--- src/rtl/keypad_matrix_scanner.sv ---
// 4x4 active-low keypad scanner: column drive, row sync, frame capture,
// press/release debounce and a registered one-hot key word with a level valid.
module keypad_matrix_scanner #(
    parameter int unsigned SCAN_DIV       = 2500,
    parameter int unsigned DEBOUNCE_SCANS = 4
) (
    input  logic        clk,
    input  logic        rst,
    input  logic [3:0]  row_in,
    output logic [3:0]  col_out,
    output logic [15:0] key_value,
    output logic        key_valid,
    output logic [3:0]  key_code,
    output logic        press_pulse
);

    localparam int unsigned CNT_W = (SCAN_DIV > 1) ? $clog2(SCAN_DIV) : 1;
    localparam logic [3:0]  DEB_N = 4'(DEBOUNCE_SCANS);

    typedef enum logic [1:0] {
        ST_IDLE,
        ST_DEB_PRESS,
        ST_PRESSED,
        ST_DEB_REL
    } state_e;

    logic [3:0]       row_s1_q, row_s2_q;
    logic [CNT_W-1:0] cnt_q, cnt_d;
    logic [1:0]       col_q, col_d;
    logic [3:0]       col_out_q, col_out_d;
    logic [15:0]      frame_q, frame_d;
    state_e           state_q, state_d;
    logic [15:0]      cand_q, cand_d;
    logic [3:0]       deb_q, deb_d;
    logic [15:0]      key_value_q, key_value_d;
    logic             key_valid_q, key_valid_d;
    logic [3:0]       key_code_q, key_code_d;
    logic             press_pulse_q, press_pulse_d;

    logic             tick_c, frame_done_c, single_c;
    logic [15:0]      frame_full_c;
    logic [3:0]       deb_inc_c;
    logic             enter_press_c, go_idle_c;

    // Binary index of a one-hot word (0 for an all-zero word).
    function automatic logic [3:0] onehot_index(input logic [15:0] v);
        logic [3:0] idx;
        idx = '0;
        for (int i = 0; i < 16; i++) begin
            if (v[i]) idx = idx | 4'(i);
        end
        return idx;
    endfunction

    // Two-flop row synchronizer; idle rows read as all ones.
    always_ff @(posedge clk or posedge rst) begin
        if (rst) begin
            row_s1_q <= 4'b1111;
            row_s2_q <= 4'b1111;
        end else begin
            row_s1_q <= row_in;
            row_s2_q <= row_s1_q;
        end
    end

    // Dwell counter, column sequencing and frame accumulation.
    always_comb begin
        tick_c       = (cnt_q == CNT_W'(SCAN_DIV - 1));
        frame_done_c = tick_c && (col_q == 2'd3);
        frame_full_c = frame_q;
        for (int r = 0; r < 4; r++) begin
            frame_full_c[{2'(r), col_q}] = ~row_s2_q[r];
        end
        single_c  = (frame_full_c != 16'h0) && ((frame_full_c & (frame_full_c - 16'h1)) == 16'h0);

        cnt_d     = tick_c ? '0 : cnt_q + CNT_W'(1);
        col_d     = tick_c ? col_q + 2'd1 : col_q;
        col_out_d = ~(4'b0001 << col_d);
        frame_d   = frame_q;
        if (tick_c) frame_d = frame_done_c ? 16'h0 : frame_full_c;
    end

    // Debounce FSM next-state and registered key outputs; evaluates only on frame completion.
    always_comb begin
        state_d       = state_q;
        cand_d        = cand_q;
        deb_d         = deb_q;
        key_value_d   = key_value_q;
        key_valid_d   = key_valid_q;
        key_code_d    = key_code_q;
        press_pulse_d = 1'b0;
        enter_press_c = 1'b0;
        go_idle_c     = 1'b0;
        deb_inc_c     = (deb_q >= DEB_N) ? deb_q : deb_q + 4'd1;

        if (frame_done_c) begin
            case (state_q)
                ST_IDLE: begin
                    if (single_c) begin
                        cand_d = frame_full_c;
                        deb_d  = 4'd1;
                        if (DEBOUNCE_SCANS == 1) enter_press_c = 1'b1;
                        else                     state_d = ST_DEB_PRESS;
                    end
                end
                ST_DEB_PRESS: begin
                    if (frame_full_c == cand_q) begin
                        deb_d = deb_inc_c;
                        if (deb_inc_c >= DEB_N) enter_press_c = 1'b1;
                    end else if (single_c) begin
                        cand_d = frame_full_c;
                        deb_d  = 4'd1;
                    end else begin
                        state_d = ST_IDLE;
                        cand_d  = 16'h0;
                        deb_d   = 4'd0;
                    end
                end
                ST_PRESSED: begin
                    if (frame_full_c != cand_q) begin
                        if (DEBOUNCE_SCANS == 1) begin
                            go_idle_c = 1'b1;
                        end else begin
                            state_d = ST_DEB_REL;
                            deb_d   = 4'd1;
                        end
                    end
                end
                ST_DEB_REL: begin
                    if (frame_full_c == cand_q) begin
                        state_d = ST_PRESSED;
                        deb_d   = 4'd0;
                    end else begin
                        deb_d = deb_inc_c;
                        if (deb_inc_c >= DEB_N) go_idle_c = 1'b1;
                    end
                end
                default: begin
                    go_idle_c = 1'b1;
                end
            endcase
        end

        if (enter_press_c) begin
            state_d       = ST_PRESSED;
            deb_d         = 4'd0;
            key_value_d   = cand_d;
            key_code_d    = onehot_index(cand_d);
            key_valid_d   = 1'b1;
            press_pulse_d = 1'b1;
        end
        if (go_idle_c) begin
            state_d     = ST_IDLE;
            cand_d      = 16'h0;
            deb_d       = 4'd0;
            key_value_d = 16'h0;
            key_code_d  = 4'd0;
            key_valid_d = 1'b0;
        end
    end

    // State and output registers.
    always_ff @(posedge clk or posedge rst) begin
        if (rst) begin
            cnt_q         <= '0;
            col_q         <= 2'd0;
            col_out_q     <= 4'b1110;
            frame_q       <= 16'h0;
            state_q       <= ST_IDLE;
            cand_q        <= 16'h0;
            deb_q         <= 4'd0;
            key_value_q   <= 16'h0;
            key_valid_q   <= 1'b0;
            key_code_q    <= 4'd0;
            press_pulse_q <= 1'b0;
        end else begin
            cnt_q         <= cnt_d;
            col_q         <= col_d;
            col_out_q     <= col_out_d;
            frame_q       <= frame_d;
            state_q       <= state_d;
            cand_q        <= cand_d;
            deb_q         <= deb_d;
            key_value_q   <= key_value_d;
            key_valid_q   <= key_valid_d;
            key_code_q    <= key_code_d;
            press_pulse_q <= press_pulse_d;
        end
    end

    assign col_out     = col_out_q;
    assign key_value   = key_value_q;
    assign key_valid   = key_valid_q;
    assign key_code    = key_code_q;
    assign press_pulse = press_pulse_q;

endmodule

--- config.mk ---
export PLATFORM = sky130hd
export DESIGN_NAME = keypad_matrix_scanner
export DESIGN_NICKNAME = d
export VERILOG_FILES = /design/src/rtl/keypad_matrix_scanner.sv
export SDC_FILE = /design/constraint.sdc
export NUM_CORES = 1
export LEC_CHECK = 0
export BUFFER_PORTS_ARGS = -buffer_cell sky130_fd_sc_hd__buf_4
export CORE_ASPECT_RATIO = 2
export CORE_UTILIZATION = 40
export CTS_BUF_LIST = sky130_fd_sc_hd__clkbuf_4
export CTS_CLUSTER_SIZE = 14
export DETAILED_ROUTE_END_ITERATION = 10
export PLACE_DENSITY = 0.65
export SYNTH_ARGS = -nofsm -noshare
export SYNTH_HDL_FRONTEND = slang
export SYNTH_SLANG_ARGS = --single-unit
--- constraint.sdc ---
create_clock -name clk -period 9.22 [get_ports clk]
set_input_delay 0 -clock clk [delete_from_list [all_inputs] [get_ports clk]]
set_output_delay 0 -clock clk [all_outputs]
set_load 0.01 [all_outputs]
==> results.ini, run 1 <==
[outcome]
outcome = finished, final reports clean

[clock_tree]
cts.clk_slew.worst_paths_ns = 0.13
cts_tree = built
clockBufferDepth = 2
clockRootBuffer = clkbuf_4
cts-htree-levels = 3
post_cts_buffers = 0
cts_resized = 0
numCtsBuffers = 9
ctsHoldBuffers = 5
worstSkewPairLatency_ns = 0.45
cts.sinks = 86

[worst_setup_path]
crit_fanout = 24
critPathKind = reg -> reg
r2r_end = key_code[3]
arrival_ns = 4.47
ff2ff_setup_slack_ns = 5.13
start_kind = flip-flop
critPathCaptureType = flip-flop
worstPathRequired_ns = 9.60
r2r_cells = 10
r2r-start = col_q[0]

[logic_synthesis]
synth_cell_types = 68
syn_nets = 448
async_flop_share = 1.000
syn_inst = 436
syn_avg_cell_area_sq_um = 9.998
synth_seq_cells = 86
synth-main-ff-cell = dfrtp_1
synth-edff-count = 0
ys_warn_count = 0
yosysTopAreaCellShare = 0.4305
synth_seq_area_share = 0.4968
netlist_area_sq_um = 4359
synth_area_leaders = dfrtp_1 43%, dfstp_2 6.6%, nand2_1 4.9%, xnor2_1 3.8%, a22o_1 3.2%
yosysTopAreaCell = dfrtp_1

[worst_hold_path]
holdPathStages = 2
hold_class = in -> reg
hold_start = row_in[2]
holdPathEnd = row_s1_q[2]

[place]
place_area_sq_um = 4711
gp_congestion = 0.9055
hpwl_mm = 7.536
numPortBuffers = 31
placedCellCount = 591

[timing]
fin_crit_ns = 4.088
min_period_over_period = 0.4433
fmax_mhz = 244.6
grt_setup_unrepaired = false
tightestPinTransition_ns = 1.171
finalSetupViolCount = 0
timing.slew.headroom = 0.2167
timing.hold.ws_ns = 0.1891
hold_viol = 0
fin_setup_tns_ns = 0
maxSlewViolCount = 0
fin_skew_ns = 0.01207

[finish]
area.sequential_sq_um = 2166
finalNetCount = 482
area_growth_pct = 12.86
fill_cells = 988
multi_input_area_sq_um = 2037
drive_gt1_frac = 0.1726
final_common_cell = dfrtp_1
stdcell_count = 613
mostFrequentLayoutCells = 75 x dfrtp_1, 57 x nand2_1, 37 x nor2_1
design_area_sq_um = 4920
final_core_util = 0.4666

[global_routing]
grt_use_total = 0.2027
grt_max_degree = 87
overflow = 0
grt_pass1_vias = 3440
grt_pass1_wl_mm = 17.00
antenna_found_initial = 1

[route]
ant_nets = 0
drc = 0
routedWlPerCell_microns = 16.54
dr_total_vias = 3391
drt_pass1_iterations = 6
wl_mm = 10.14
viasPerCell = 5.532
dr.first_iter.drc_count = 163

[floorplan]
row_count = 53
core_sq_um = 10540
ioPinCount = 32
initial_core_util = 0.4134
die_h_microns = 149.6
die-area_sq_um = 11340
die_w_microns = 75.82

[power_and_ir_drop]
irDropWorstVdd_uv = 48.54
cellPowerDensity_nw_per_um2 = 130.9
p_leak_nw = 2.305

[flow_run]
drv_cap = 0

layout make-up:
class                      count  share of cell area
timing repair buffer          41             0.06511
sequential                    86              0.4402
clock buffer                  11             0.01679
inverter                      16             0.01348
clock inverter                 5             0.01501
tap                          137             0.03484
antenna                        1           0.0005086
multi-input combinational    316              0.4140
cell families after synthesis:
| group | Yosys count | share of synthesized area |
|---|---|---|
| adder cells (fa/ha/maj) | 6 | 0.01722 |
| AO/OA/AOI/OAI | 102 | 0.1739 |
| flip-flops | 86 | 0.4968 |
| multiplexers | 10 | 0.02784 |
| XOR/XNOR | 30 | 0.06028 |
| AND/OR/NAND/NOR | 168 | 0.1880 |
| buffers and inverters | 34 | 0.03588 |
report_power, final:
part           switching (mW)  leakage [nW]  internal [mW]  total [mW]
registers             0.00169          1.15          0.380       0.382
clock network           0.124        0.0883          0.114       0.238
logic                  0.0153          1.07        0.00820      0.0235
total                   0.141          2.31          0.503       0.644
critical path, cell delays in order (launching register included):
cell and delay, ns:
dfrtp_1 0.45, ha_1 0.68, inv_1 0.24, o21ai_0 0.36
xor2_1 0.12, nor4_1 0.28, nand4_1 0.54, and3_1 0.42
a41oi_2 0.61, nand2_1 0.12, o21ai_0 0.19
routing by layer:
| layer | vias up | part of all wire | wire (microns) | global-route usage |
|---|---|---|---|---|
| met3 | 34 | 0.028 | 284 | 0.03569 |
| met2 | 72 | 0.54 | 5511 | 0.3553 |
| li1 | 1626 | - | - | - |
| met4 | 0 | 0.050 | 504 | 0.1241 |
| met5 | - | 0 | 0 | 0 |
| met1 | 1659 | 0.38 | 3837 | 0.2148 |
registers in the layout (all words and copies together) (netlist names):
signal and count:
cand_q 16, frame_q 16, key_value 16, cnt_q 12, col_out 4, deb_q 4
key_code 4, row_s1_q 4, row_s2_q 4, col_q 2, state_q 2, key_valid 1
press_pulse 1
worst max-delay path by stage:
stage                        start            to  slack (ns)
final                     col_q[0]   key_code[3]        5.13
after floorplan           col_q[0]  key_value[5]        6.12
after global placement    col_q[0]   key_code[0]        5.29
after global routing      col_q[0]   key_code[3]        4.66
after CTS                 col_q[0]   key_code[3]        5.08
after detailed placement  col_q[0]   key_code[3]        5.09
cells in the mapped netlist, types with 8 or more instances:
cell type	instances
dfrtp_1	75
nand2_1	57
nor2_1	37
xnor2_1	19
a21oi_1	18
a22o_1	16
o21ai_0	16
inv_1	14
dfstp_2	11
nor4_1	11
xor2_1	11
clkbuf_1	8
nand3_1	8
metrics by stage:
step	power (mW)	setup slack, ns
5_1_grt	0.6722	4.659
2_1_floorplan	0.4044	6.121
6_report	0.6441	5.132
3_3_place_gp	0.4111	5.292
4_1_cts	0.6514	5.076
3_5_place_dp	0.4115	5.094
Note: power is estimated with default switching activity, not from simulation.
==> inputs of run 2 (changes only) <==
--- a/config.mk
+++ b/config.mk
@@ -11,7 +11,7 @@
 export CTS_BUF_LIST = sky130_fd_sc_hd__clkbuf_4
 export CTS_CLUSTER_SIZE = 14
 export DETAILED_ROUTE_END_ITERATION = 10
-export PLACE_DENSITY = 0.65
+export PLACE_DENSITY = 0.67
 export SYNTH_ARGS = -nofsm -noshare
 export SYNTH_HDL_FRONTEND = slang
 export SYNTH_SLANG_ARGS = --single-unit
==> constraint.sdc (replaced) <==
create_clock -name clk -period 3.3 [get_ports clk]
set_input_delay 0 -clock clk [delete_from_list [all_inputs] [get_ports clk]]
set_output_delay 0 -clock clk [all_outputs]
set_load 0.01 [all_outputs]
==> run 2 against run 1 <==
Maximum frequency increased by 29%. Routed wire length rose by 10%. Cell count up 4.9%. Via count increased by 5.2%. Non-clock buffer count increased by 30. Die area is the same. Sequential power increased to 2.8 times the previous value. Utilization increased by 3.4 points. Worst hold slack improved by 0.011 ns. Global-route usage is 1.3 points higher. Sequential share of layout area down 2.9 points. Critical endpoint is now key_code[1]. Highest routed layer unchanged.
==> results.ini, run 2 (synthesized netlist as in run 1, its figures left out) <==
[outcome]
outcome = finished, final reports clean

[timing]
hold_viol = 0  ; unchanged
fin_setup_tns_ns = 0  ; unchanged
fmax_mhz = 316.6  ; +29%
min_period_over_period = 0.9571  ; +0.5138
fin_ws_ns = 0.1416  ; -4.991 ns
fin_skew_ns = 0.01753  ; +0.005456 ns
maxSlewViolCount = 0  ; unchanged
timing.hold.ws_ns = 0.1999  ; +0.01082 ns
grt_setup_unrepaired = true
fin_crit_ns = 3.158  ; -0.9292 ns
tightestPinTransition_ns = 0.9025  ; -0.2682 ns
finalSetupViolCount = 0  ; unchanged
timing.slew.headroom = 0.3976  ; +0.1810

[clock_tree]
clockRootBuffer = clkbuf_4
cts.clk_slew.worst_paths_ns = 0.12  ; about the same
cts-htree-levels = 3  ; unchanged
clockBufferDepth = 2  ; unchanged
cts.sinks = 86  ; unchanged
cts_tree = built
numCtsBuffers = 9  ; unchanged
worstSkewPairLatency_ns = 0.45  ; about the same

[route]
ant_nets = 0  ; unchanged
routedWlPerCell_microns = 17.41  ; +5.3%
wl_mm = 11.19  ; +10%
drc = 0  ; unchanged
viasPerCell = 5.549  ; +0.31%
dr_total_vias = 3568  ; +5.2%
drt_pass1_iterations = 6  ; unchanged
dr.first_iter.drc_count = 244  ; +50%

[worst_setup_path]
critPathSlowestCell = or4_1
arrival_ns = 3.49  ; -0.98 ns
crit_chain = buf_4, ha_4, a2bb2oi_1, or3_4, o32ai_2, a21oi_1, a221o_1, or4_1, a211o_1, o2bb2ai_1, a22o_1
slowest_delay_ns = 0.50  ; -0.18 ns
start_kind = flip-flop
worstPathRequired_ns = 3.64  ; -5.96 ns
critPathCaptureType = flip-flop
crit_fanout = 12  ; -50%
crit_buf_inv = 1  ; unchanged
cpLargestDelayFamily = compound AO/OA/AOI/OAI gates
critPathKind = reg -> reg

[finish]
stdcell_count = 643  ; +4.9%
area_growth_pct = 21.07
final_common_cell = dfrtp_1
finalNetCount = 512  ; +6.2%
drive_gt1_frac = 0.2574  ; +0.08479
design_area_sq_um = 5278  ; +7.3%
mostFrequentLayoutCells = 73 x dfrtp_1, 62 x buf_4, 57 x nand2_1

[floorplan]
initial_core_util = 0.4134  ; unchanged
die_w_microns = 75.82  ; unchanged
row_count = 53  ; unchanged
ioPinCount = 32  ; unchanged
die-area_sq_um = 11340  ; unchanged
die_h_microns = 149.6  ; unchanged
core_sq_um = 10540  ; unchanged

[power_and_ir_drop]
p_leak_nw = 2.460  ; +6.7%
p_clk_frac = 0.335  ; -0.035
pwr-share-comb = 0.043  ; +0.006
intPower_mw = 1.324  ; +160%
swShare = 0.2305  ; +0.01155
cellPowerDensity_nw_per_um2 = 326.0  ; +150%
irDropWorstVdd_uv = 132.1  ; +170%
seqPwrFrac = 0.621  ; +0.028
p_switching_uw = 396.4  ; +180%

[flow_run]
drv_cap = 0  ; unchanged

[place]
place_area_sq_um = 4971  ; +5.5%
dp_slack_ns = -0.07087  ; -5.165 ns
placedCellCount = 619  ; +4.7%
hpwl_mm = 8.560  ; +14%
numPortBuffers = 31  ; unchanged
gp_congestion = 0.8825  ; -2.5%

[global_routing]
grt_max_degree = 54  ; -38%
grt_pass1_wl_mm = 17.88  ; +5.2%
grt_pass1_vias = 3586  ; +4.2%
overflow = 0  ; unchanged
grt_use_total = 0.2158  ; +0.01310
antenna_found_initial = 1  ; unchanged

[worst_hold_path]
hold_class = in -> reg

-- run 2: cell types whose count changed in the layout (fill, tap and decap cells not counted), sizes merged --
cell	before	now
buf	36	66
clkinv	4	6
bufinv	2	1
clkbuf	11	10
-- run 2: layer usage --
layer	wire [microns]	vias up	track usage	share of wire
met3	306	44	0.03300	0.027
met1	4023	1743	0.2178	0.36
met2	6252	99	0.3916	0.56
li1	-	1682	-	-
met5	0	-	0	0
met4	610	0	0.1343	0.055
-- run 2: final timing paths --
check / depth (start not counted) / slack [ns] / startpoint / to
worst max register to register: 11 / 0.14 / col_q[0] / key_code[1]
min in group asynchronous: 3 / 0.25 / rst / cnt_q[10]
worst min register to register: 0 / 0.36 / row_s1_q[0] / row_s2_q[0]
max in group asynchronous: 4 / 2.09 / rst / key_value[12]
worst min-delay path: 2 / 0.20 / row_in[2] / row_s1_q[2]
worst max-delay path: 11 / 0.14 / col_q[0] / key_code[1]
-- run 2: stage by stage --
step / util / power (mW)
finish: 0.5005 / 1.720
floorplan: - / 1.130
detailed placement: 0.4715 / 1.157
global placement: 0.4715 / 1.156
CTS: 0.4922 / 1.733
global route: 0.5005 / 1.787
-- run 2: worst register-to-register path: cells and delay by family (launching register included) --
family          cells  cell delay (ns)
compound gates      7             1.37
fa+ha+maj           1             0.20
buf+inv             1             0.16
flops               1             0.44
simple gates        2             0.89
-- run 2: timing repair --
action,4_1_cts,5_1_grt
gates resized for setup,10,16
hold buffers,5,0
setup endpoints to repair,7,39
hold endpoints to repair,45,0
buffers inserted,0,2
pin swaps,0,5
-- run 2: layout make-up --
type / instances / area (sq um)
tap: 137 / 171.4
sequential: 86 / 2168
clock buffer: 10 / 75.07
inverter: 16 / 66.31
multi-input combinational: 316 / 2146
fill: 965 / 5266
timing repair buffer: 71 / 595.6
clock inverter: 6 / 52.55
antenna: 1 / 2.502
-- run 2: power groups by stage --
stage                     clock network [mW]  logic (mW)  registers, mW
after CTS                              0.591      0.0744           1.07
after global placement                     0      0.0682           1.09
after detailed placement                   0      0.0690           1.09
after global routing                   0.634      0.0843           1.07
final                                  0.577      0.0745           1.07
after floorplan                            0      0.0451           1.08
==> inputs of run 3 (changes only) <==
--- a/config.mk
+++ b/config.mk
@@ -12,6 +12,7 @@
 export CTS_CLUSTER_SIZE = 14
 export DETAILED_ROUTE_END_ITERATION = 10
 export PLACE_DENSITY = 0.67
+export SETUP_SLACK_MARGIN = 0.4
 export SYNTH_ARGS = -nofsm -noshare
 export SYNTH_HDL_FRONTEND = slang
 export SYNTH_SLANG_ARGS = --single-unit
==> run 3 against run 2 <==
Critical path depth unchanged. Count of clock-buffer cells in the layout grew 1. Clock power rose by 28%. Cell count increased by 3.7%. Worst hold slack gained 0.0055 ns. Design area grew 12%. Highest routed layer unchanged. Via count is 6.0% higher.
==> results.ini, run 3 (synthesized netlist as in run 1, its figures left out) <==
[worst_setup_path]
arrival_ns = 3.52  ; +0.03 ns
critPathCaptureType = flip-flop
worstPathRequired_ns = 3.63  ; about the same
crit_fanout = 10  ; -2
critPathKind = reg -> reg
start_kind = flip-flop

[timing]
min_period_over_period = 0.9687  ; +0.01164
timing.slew.headroom = 0.4726  ; +0.07499
maxSlewViolCount = 0  ; unchanged
fin_crit_ns = 3.197  ; +0.03840 ns
timing.hold.ws_ns = 0.2054  ; +0.005490 ns
hold_viol = 0  ; unchanged
grt_setup_unrepaired = true
finalSetupViolCount = 0  ; unchanged
fin_skew_ns = 0.01484  ; -0.002691 ns
tightestPinTransition_ns = 0.7844  ; -0.1181 ns
fmax_mhz = 312.8  ; -1.2%
fin_ws_ns = 0.1032  ; -0.03840 ns

[finish]
fill_cells = 850  ; -12%
final_common_cell = dfrtp_1
design_area_sq_um = 5891  ; +12%
area_growth_pct = 35.13
stdcell_count = 667  ; +3.7%
final_core_util = 0.5587  ; +0.05815
finalNetCount = 536  ; +4.7%
mostFrequentLayoutCells = 73 x dfrtp_1, 66 x buf_4, 49 x nand2_1
drive_gt1_frac = 0.3573  ; +0.09985

[floorplan]
row_count = 53  ; unchanged
die_h_microns = 149.6  ; unchanged
die_w_microns = 75.82  ; unchanged
initial_core_util = 0.4134  ; unchanged
die-area_sq_um = 11340  ; unchanged
ioPinCount = 32  ; unchanged
core_sq_um = 10540  ; unchanged

[route]
drt_pass1_iterations = 4  ; -2
wl_mm = 12.87  ; +15%
dr_total_vias = 3782  ; +6.0%
routedWlPerCell_microns = 19.30  ; +11%
viasPerCell = 5.670  ; +2.2%
dr.first_iter.drc_count = 207  ; -15%
ant_nets = 0  ; unchanged
drc = 0  ; unchanged

[clock_tree]
numCtsBuffers = 9  ; unchanged
worstSkewPairLatency_ns = 0.44  ; about the same
cts.sinks = 86  ; unchanged
cts-htree-levels = 3  ; unchanged
cts_tree = built
clockBufferDepth = 2  ; unchanged
cts.clk_slew.worst_paths_ns = 0.12  ; about the same
clockRootBuffer = clkbuf_4

[power_and_ir_drop]
cellPowerDensity_nw_per_um2 = 321.1  ; -1.5%
swShare = 0.2103  ; -0.02019
seqPwrFrac = 0.565  ; -0.056
p_clk_frac = 0.390  ; +0.055
irDropWorstVdd_uv = 227.5  ; +72%
pwr-share-comb = 0.045  ; +0.002
p_switching_uw = 397.7  ; +0.32%
intPower_mw = 1.494  ; +13%
p_leak_nw = 2.689  ; +9.3%

[outcome]
outcome = finished, final reports clean

[global_routing]
grt_pass1_wl_mm = 20.44  ; +14%
overflow = 0  ; unchanged
antenna_found_initial = 1  ; unchanged
grt_max_degree = 48  ; -11%
grt_pass1_vias = 3904  ; +8.9%
grt_use_total = 0.2474  ; +0.03162

[place]
gp_congestion = 0.9342  ; +5.9%
dp_slack_ns = 0.004299  ; +0.07517 ns
numPortBuffers = 31  ; unchanged
place_area_sq_um = 4941  ; -0.60%
hpwl_mm = 8.511  ; -0.58%
placedCellCount = 612  ; -1.1%

[flow_run]
drv_cap = 0  ; unchanged

[worst_hold_path]
hold_class = in -> reg

==> run 3: repair_timing <==
| item | CTS | global route |
|---|---|---|
| hold endpoints to repair | 50 | 0 |
| resized for setup | 78 | 15 |
| setup buffers | 23 | 3 |
| gates cloned | 6 | 1 |
| hold buffers | 5 | 0 |
| pin swaps | 30 | 10 |
| endpoints found under the setup margin | 43 | 43 |
==> run 3: worst max-delay path: stages, from the launching register on <==
cell	delay, ns
dfrtp_2	0.49
inv_4	0.11
ha_4	0.21
nor2b_1	0.08
or3_1	0.41
nor2_1	0.10
nand4_1	0.15
mux2_2	0.32
or4_1	0.50
a211o_1	0.35
a22oi_2	0.26
o21ai_1	0.09
==> run 3: final timing paths <==
check                       startpoint           end  slack, ns  depth (start not counted)
setup / recovery              col_q[0]  key_value[3]       0.10                         11
hold / removal               row_in[3]   row_s1_q[3]       0.21                          2
setup reg to reg              col_q[0]  key_value[3]       0.10                         11
hold reg to reg            row_s1_q[0]   row_s2_q[0]       0.36                          0
max in group asynchronous          rst   row_s2_q[0]       2.08                          4
min in group asynchronous          rst      cnt_q[7]       0.22                          3
==> run 3: final cells by class <==
type	count	area (sq um)	share of cell area
antenna	1	2.502	0.0004248
clock buffer	11	82.58	0.01402
clock inverter	5	98.84	0.01678
inverter	16	76.32	0.01296
multi-input combinational	316	2407	0.4087
sequential	86	2168	0.3681
tap	137	171.4	0.02910
timing repair buffer	93	869.6	0.1476
timing repair inverter	2	13.76	0.002336
==> run 3: routing by layer <==
metal  wire length, microns  track usage  up-vias
met5                      0            0        -
met4                    921       0.1824        0
met3                    485      0.04040       61
met2                   7123       0.4367      132
met1                   4344       0.2468     1855
li1                       -            -     1734
==> run 3: through the flow <==
| stage | total power [mW] | setup TNS (ns) |
|---|---|---|
| after floorplan | 1.131 | 0 |
| after global placement | 1.154 | 0 |
| after detailed placement | 1.156 | 0 |
| after CTS | 1.905 | 0 |
| after global routing | 1.958 | -0.003907 |
| final | 1.891 | 0 |
==> run 3: power by group through the flow <==
stage | Clock (mW) | Combinational (mW) | Sequential (mW)
2_1_floorplan | 0 | 0.0461 | 1.08
3_3_place_gp | 0 | 0.0668 | 1.09
3_5_place_dp | 0 | 0.0680 | 1.09
4_1_cts | 0.753 | 0.0839 | 1.07
5_1_grt | 0.796 | 0.0932 | 1.07
6_report | 0.739 | 0.0843 | 1.07
